## src/rtl/kfpga_config_pkg.sv

```systemverilog
// Shared configuration types and constants for kFPGA tile loaders.
package kfpga_config_pkg;

    // SwitchBox image geometry: 64 muxes, each with a 6-bit select.
    localparam int SB_N_MUX         = 64;
    localparam int SB_MUX_SEL_WIDTH = 6;
    localparam int SB_CONFIG_WIDTH  = SB_N_MUX * SB_MUX_SEL_WIDTH;  // 384

    // Default width of one word on the configuration stream.
    localparam int SB_WORD_WIDTH    = 32;

    // Loader FSM states.
    typedef enum logic [1:0] {
        IDLE   = 2'd0,
        LOAD   = 2'd1,
        COMMIT = 2'd2
    } load_state_t;

endpackage

```

## src/rtl/switchbox_config_loader.sv

```systemverilog
// Streams a SwitchBox configuration image in words into a shadow register and
// commits the complete image to config_out in one cycle, so the SwitchBox
// never observes a partially written configuration.
module switchbox_config_loader
    import kfpga_config_pkg::*;
#(
    parameter int CONFIG_WIDTH = SB_CONFIG_WIDTH,
    parameter int WORD_WIDTH   = SB_WORD_WIDTH
) (
    input  logic                    clock,
    input  logic                    reset,
    input  logic                    start,
    input  logic                    abort,
    input  logic [WORD_WIDTH-1:0]   word_in,
    input  logic                    word_valid,
    output logic                    word_ready,
    output logic [CONFIG_WIDTH-1:0] config_out,
    output logic                    config_valid,
    output logic                    busy,
    output logic                    done,
    output logic                    error
);

    // Words per image is derived from the widths and never overridden.
    localparam int N_WORDS  = (CONFIG_WIDTH + WORD_WIDTH - 1) / WORD_WIDTH;
    localparam int CNT_W    = (N_WORDS > 1) ? $clog2(N_WORDS) : 1;
    localparam int SHADOW_W = N_WORDS * WORD_WIDTH;

    load_state_t       state;
    load_state_t       state_next;
    logic [CNT_W-1:0]  word_cnt;
    logic [SHADOW_W-1:0] shadow;

    logic load_start;  // accepted start request in IDLE
    logic xfer;        // word handshake that is not overridden by abort
    logic last_word;   // counter points at the final word of the image

    assign load_start = (state == IDLE) && start && !abort;
    assign xfer       = (state == LOAD) && word_valid && !abort;
    assign last_word  = (word_cnt == CNT_W'(N_WORDS - 1));

    // word_ready is decoded from state so it drops the moment COMMIT is entered.
    assign word_ready = (state == LOAD);
    assign busy       = (state != IDLE);

    // State register.
    always_ff @(posedge clock or posedge reset) begin
        // NOTE: sequential state uses non-blocking assignments so every
        // register samples the pre-edge values of its neighbours.
        if (reset) state <= IDLE;
        else       state <= state_next;
    end

    // Next-state decode; abort wins over a simultaneous word transfer.
    always_comb begin
        // NOTE: default first, so no path through the case leaves
        // state_next unassigned and infers a latch.
        state_next = state;
        case (state)
            IDLE:    if (load_start) state_next = LOAD;
            LOAD: begin
                if (abort)                  state_next = IDLE;
                else if (xfer && last_word) state_next = COMMIT;
            end
            COMMIT:  state_next = IDLE;
            default: state_next = IDLE;
        endcase
    end

    // Word counter: cleared by an accepted start, holds on the last word.
    always_ff @(posedge clock or posedge reset) begin
        if (reset)                  word_cnt <= '0;
        else if (load_start)        word_cnt <= '0;
        else if (xfer && !last_word) word_cnt <= word_cnt + 1'b1;
    end

    // Shadow register: each transfer fills the slot selected by the counter.
    always_ff @(posedge clock or posedge reset) begin
        // NOTE: the shadow is a wide register, not a RAM, so it takes the
        // async reset like any other flop and cannot leak a stale image.
        if (reset) begin
            shadow <= '0;
        end else if (xfer) begin
            for (int k = 0; k < N_WORDS; k++) begin
                if (word_cnt == CNT_W'(k)) shadow[k*WORD_WIDTH +: WORD_WIDTH] <= word_in;
            end
        end
    end

    // Sticky abort flag, set by abort during LOAD, cleared by the next start.
    always_ff @(posedge clock or posedge reset) begin
        if (reset)                           error <= 1'b0;
        else if (load_start)                 error <= 1'b0;
        else if ((state == LOAD) && abort)   error <= 1'b1;
    end

    // Atomic commit at the edge leaving COMMIT; done is a one-cycle pulse.
    always_ff @(posedge clock or posedge reset) begin
        if (reset) begin
            config_out   <= '0;
            config_valid <= 1'b0;
            done         <= 1'b0;
        end else begin
            done <= (state == COMMIT);
            if (state == COMMIT) begin
                config_out   <= shadow[CONFIG_WIDTH-1:0];
                config_valid <= 1'b1;
            end
        end
    end

endmodule
```

## config.mk

```make
export PLATFORM = sky130hd
export DESIGN_NAME = switchbox_config_loader
export DESIGN_NICKNAME = d
export VERILOG_FILES = /design/src/rtl/kfpga_config_pkg.sv /design/src/rtl/switchbox_config_loader.sv
export SDC_FILE = /design/constraint.sdc
export NUM_CORES = 1
export LEC_CHECK = 0
export ABC_AREA = 1
export BUFFER_PORTS_ARGS = -buffer_cell sky130_fd_sc_hd__buf_2
export CORE_MARGIN = 2
export CORE_UTILIZATION = 57
export DETAILED_ROUTE_END_ITERATION = 10
export PLACE_DENSITY = 0.91
export SETUP_SLACK_MARGIN = 0.15
export SLEW_MARGIN = 20
export SYNTH_ARGS = -nofsm -noshare
export SYNTH_HDL_FRONTEND = slang
export SYNTH_SLANG_ARGS = --single-unit
```

## constraint.sdc

```tcl
create_clock -name clock -period 37.2 [get_ports clock]
set_input_delay 5.58 -clock clock [delete_from_list [all_inputs] [get_ports clock]]
set_output_delay 5.58 -clock clock [all_outputs]
set_load 0.1 [all_outputs]
```

## After elaboration in Yosys (flattened, before gate mapping)

Cells that the tools add are included.

| operators by class | value |
|---|---|
| bitwise gates (word level) | 0 |
| magnitude comparators | 0 |
| $mul | 0 |
| divide/modulo/power cells | 0 |
| $add $sub $neg | 1 |
| equal/unequal tests | 15 |
| muxes and demuxes | 8 |
| reductions and logical operators | 27 |
| shifts and indexed selects | 0 |

Operator list:

| cell | count |
|---|---|
| AND reduction 2 bit | 13 |
| == test 4 x 3 -> 1 bit, second input constant | 4 |
| == test 4 bit, second input constant | 4 |
| == test 4 x 2 -> 1 bit, second input constant | 2 |
| 2-to-1 mux 4 bit | 2 |
| logical AND 1 bit | 7 |
| 2-to-1 mux 2 bit | 3 |
| nonzero test 2 bit | 3 |
| adder 4 x 1 -> 4 bit, second input constant | 1 |
| == test 4 x 1 -> 1 bit, second input constant | 1 |
| logical NOT 4 bit | 1 |
| one-hot mux 2 bit (2 select lines) | 1 |
| != test 3 x 2 -> 1 bit, second input constant | 1 |
| == test 2 x 1 -> 1 bit, second input constant | 1 |
| == test 2 bit, second input constant | 1 |
| logical NOT 1 bit | 2 |
| logical NOT 2 bit | 1 |
| 2-to-1 mux 1 bit | 2 |
| != test 2 bit, second input constant | 1 |

| storage, ports and cells | value |
|---|---|
| ROM bits | 0 |
| logic and storage cells | 69 |
| memory bits (writable) | 0 |
| register bits after elaboration | 777 |
| latch bits | 0 |
| memories | 0 |
| output and inout port bits | 389 |

## Logic depth before layout (Yosys ltp)

| depth | value |
|---|---|
| depth in word-level cells | 7 |
| gate-level depth with buffers | 8 |

## Worst setup path after synthesis

No wires, ideal clock.

| timing path | value |
|---|---|
| path kind | reg-to-output |
| start | reg state[0] |
| end | out word_ready |
| path slack | 29.871 ns |
| arrival time | 1.749 ns |
| path buffers | 0 |
| stages on the path, launching flop included | 3 |
| cells stage by stage | dfrtp_1 > inv_1 > nor2_1 |

| on the way | value |
|---|---|
| cells in the longest elaborated chain, start to end | 1 |

Ends and longest elaborated chain:

| element | RTL line | source |
|---|---|---|
| start, declared | switchbox_config_loader.sv:29 | `load_state_t state;` |
| start signal, assigned | switchbox_config_loader.sv:51 | `else state <= state_next;` |
| == test 2 x 1 -> 1 bit | switchbox_config_loader.sv:43 | `assign word_ready = (state == LOAD);` |
| end, declared | switchbox_config_loader.sv:16 | `output logic word_ready,` |

No other way between the ends.

==> results by group <==
Setup path
  • Data arrival at the endpoint of the critical path: between 10000 and 15000 ps
  • Crit path launch type: input port
  • Max Fanout on Critical Path: 169
  • Critical path class: in2async
  • Cell type group with the largest total delay on the critical path: buffers and inverters
  • Number of cells on the critical path: 7
  • Critical Path Sink Type: asynchronous set/reset pin
  • Worst path most repeated cell: sky130_fd_sc_hd__buf_4
  • Slowest Stage Delay on Critical Path: a little under 900 ps
  • Slowest CP cell: sky130_fd_sc_hd__buf_4
  • Number of buffer and inverter instances along the worst setup path: 7
  • CP Data Required Time: about 38000 ps
  • R2R depth: 5
  • List of cells traversed by the critical path: buf_2, inv_8, buf_12, buf_4, buf_4, buf_4, buf_4

Global routing
  • Wire length of the first global-routing pass: between 100 and 150 mm
  • Vias in the first global route: about 23000
  • Pin count of the biggest net entering global routing: 217
  • Antenna violations before repair: 1
  • Global router's overall resource usage: 0.310
  • Total global routing overflow: 0

Placement
  • Port bufs: 425
  • Weighted congestion reported at the end of routability-driven placement: around 0.81
  • DP Worst Slack: around 27000 ps
  • Half-perimeter wire length of the detailed placement result: 46.2 mm

Synthesis
  • Total nets after synthesis: 3074
  • Post-synthesis sequential element count: 777
  • Most instantiated flip-flop cell in the synthesis netlist: sky130_fd_sc_hd__dfrtp_1
  • Average size of a mapped cell: between 9 and 10 sq um
  • Netlist area before placement: approximately 29000 sq um
  • Proportion of synthesized chip area in sequential cells: 0.679
  • Post-synth EDFFs: 0
  • Synth cell types: 23
  • Number of warning messages in the yosys log: 0
  • Mapped Cells: 3033
  • Proportion of synthesized flip-flops having asynchronous set or reset: 1.00

Clock tree
  • Insertion delay of the later-clocked pin in the worst-skew pair: 610 ps
  • Hold-fix buffers, CTS: 0
  • Inserted Clock Buffers: 77
  • CTS Root Cell: sky130_fd_sc_hd__clkbuf_16
  • Clock transition at the register clock pins on the worst setup and hold paths after CTS: around 60 ps
  • Number of setup buffers added after CTS: 0
  • Number of buffers between clock root and the deepest sink: 3
  • Number of clock sinks: 777
  • Depth of the CTS H-tree: 3
  • Resize count post-CTS: 0
  • CTS tree: built

STA
  • Transition time at the pin with the least slew margin: around 1200 ps
  • Final number of setup-violating endpoints: 0
  • Crit path time final: ~9500 ps
  • Highest attainable clock frequency: between 100 and 150 MHz
  • Unrepaired setup endpoints after global routing: false
  • Max Clock Skew: 20.2 ps
  • Max-slew headroom: 0.208
  • Share of the clock period used by the worst path: 0.256
  • Final setup margin: ~28000 ps
  • Summed negative setup slack over all endpoints: 0 ps
  • Final Max Tran Viols: 0
  • Final number of hold-violating endpoints: 0

Pwr
  • Worst voltage drop across the vdd grid: roughly 0.046 mV
  • Psw: 0.404 mW
  • Total power consumption of the routed design: ~1.8 mW
  • Share of power burned in combinational logic: 0.045
  • Power density normalized to cell area: 53.1 nW/um^2
  • Portion of total power attributed to the clock network: 0.443
  • Switching Fraction: 0.226
  • Proportion of power drawn by flip-flops and latches: 0.512
  • Static Leak: slightly below 20 nW
  • Internal: between 1 and 1.5 mW

Drt
  • Number of antenna-violating nets in the routed design: 0
  • Detailed-route vias per instance: 5.60
  • Via count: around 23000
  • Sum of routed wire length over all layers: 79.7 mm
  • Starting DRC count in detailed routing: around 2700
  • Drt pass-1 iters: 8
  • DR DRC count: 0
  • Wire length per cell after detailed routing: 19.5 um

Finish
  • FILL cells: ~3400
  • Final nets: about 3400
  • Area growth from synthesis to layout: 17.3%
  • Total area of multi-input combinational cells: approximately 8200 sq um
  • Ratio of cells with drive above 1 in the final layout: 0.170
  • Area used by sequential logic in the layout: between 15000 and 20000 sq um

Worst hold path
  • Hold path depth: 2
  • Class of the most critical hold timing path: reg2reg

Floorplan
  • X dimension of the die: about 230 um
  • Area of the core: about 50000 sq um
  • Die extent in y: around 230 um
  • Starting utilization of the core area: 0.574
  • Overall die area: between 50000 and 60000 sq um
  • Row Count: about 80
  • Total I/O pin count: 426

Run status
  • Status: finished, final reports clean

Flow run
  • Max-cap check violation count: 0
stage by stage:
step                cell area [sq um]  std cells  hold slack, ps  utilization
global route                    33600       4090             477        0.673
detailed placement              31000       3954             453        0.621
CTS                             33500       4090             463        0.672
global placement                31000       3954             447        0.621
floorplan                       28600       3033             442            -
finish                          33600       4091             467        0.673
power by group through the flow:
stage	logic [mW]	registers, mW	clock network (mW)
finish	0.0802	0.913	0.790
global route	0.0926	0.917	0.836
CTS	0.0811	0.912	0.797
detailed placement	0.0786	0.926	0
global placement	0.0735	0.924	0
floorplan	0.0531	0.924	0
placed cells by master, fill, tap and decap left out, drive strengths merged:
| master | n |
|---|---|
| clkinvlp | 2 |
| or2 | 1 |
| bufinv | 6 |
| clkinv | 14 |
| inv | 50 |
| nand3b | 1 |
| nand2 | 1594 |
| nand4 | 2 |
| xor2 | 1 |
| dfrtp | 777 |
| diode | 1 |
| nor2 | 16 |
| o21ai | 352 |
| buf | 442 |
| ha | 4 |
| nand3 | 41 |
| a22o | 1 |
| clkbuf | 114 |
layer usage:
layer,part of all wire,GRT usage,vias up
li1,-,-,10100
met5,0.00016,0,-
met1,0.37,0.394,11200
met2,0.49,0.500,1276
met4,0.063,0.184,2
met3,0.079,0.0604,329
sequential cells by signal, indices dropped and copies added (netlist names):
| name | cells |
|---|---|
| config_out | 384 |
| shadow | 384 |
| word_cnt | 4 |
| state | 2 |
| config_valid | 1 |
| done | 1 |
| error | 1 |
synth_stat cells (4+ instances only):
cell type,instances,area [sq um]
sky130_fd_sc_hd__buf_2,67,335
sky130_fd_sc_hd__dfrtp_1,777,19400
sky130_fd_sc_hd__clkbuf_1,120,450
sky130_fd_sc_hd__nor2_1,14,52.6
sky130_fd_sc_hd__nand3_1,40,200
sky130_fd_sc_hd__nand2_2,9,56.3
sky130_fd_sc_hd__nand2_1,1583,5940
sky130_fd_sc_hd__inv_1,48,180
sky130_fd_sc_hd__o21ai_0,315,1580
sky130_fd_sc_hd__buf_1,4,15.0
sky130_fd_sc_hd__o21ai_1,37,185
sky130_fd_sc_hd__ha_1,4,50.1
path summary, 6_finish.rpt:
check                             from              end  slack [ps]
max                              reset  config_out[195]       27690
min                        shadow[322]  config_out[322]         470
max reg2reg                   state[0]  config_out[213]       34390
min reg2reg                shadow[322]  config_out[322]         470
max in group clock            state[0]       word_ready       29870
min in group asynchronous        reset  config_out[372]        5110
worst min-delay path, cell delays in order (launching register included):
cell	delay, ps
sky130_fd_sc_hd__dfrtp_1	340
sky130_fd_sc_hd__nand2_1	50
sky130_fd_sc_hd__nand2_1	50
final cells by class:
cell class / count / area share
flip-flops and latches: 777 / 0.579
multi-input cells: 2013 / 0.244
clock buffers: 114 / 0.0688
repair buffers: 442 / 0.0685
well taps: 672 / 0.0250
clock inverters: 22 / 0.00790
inverters: 50 / 0.00604
diodes: 1 / 0.0000745
cells by family after synthesis:
logic type	share of synthesized area
AND/OR/NAND/NOR	0.221
flip-flops	0.679
AO/OA/AOI/OAI	0.0619
buffers and inverters	0.0353
XOR/XNOR	0.000306
adder cells (fa/ha/maj)	0.00175
(Power assumes the default switching activity.)
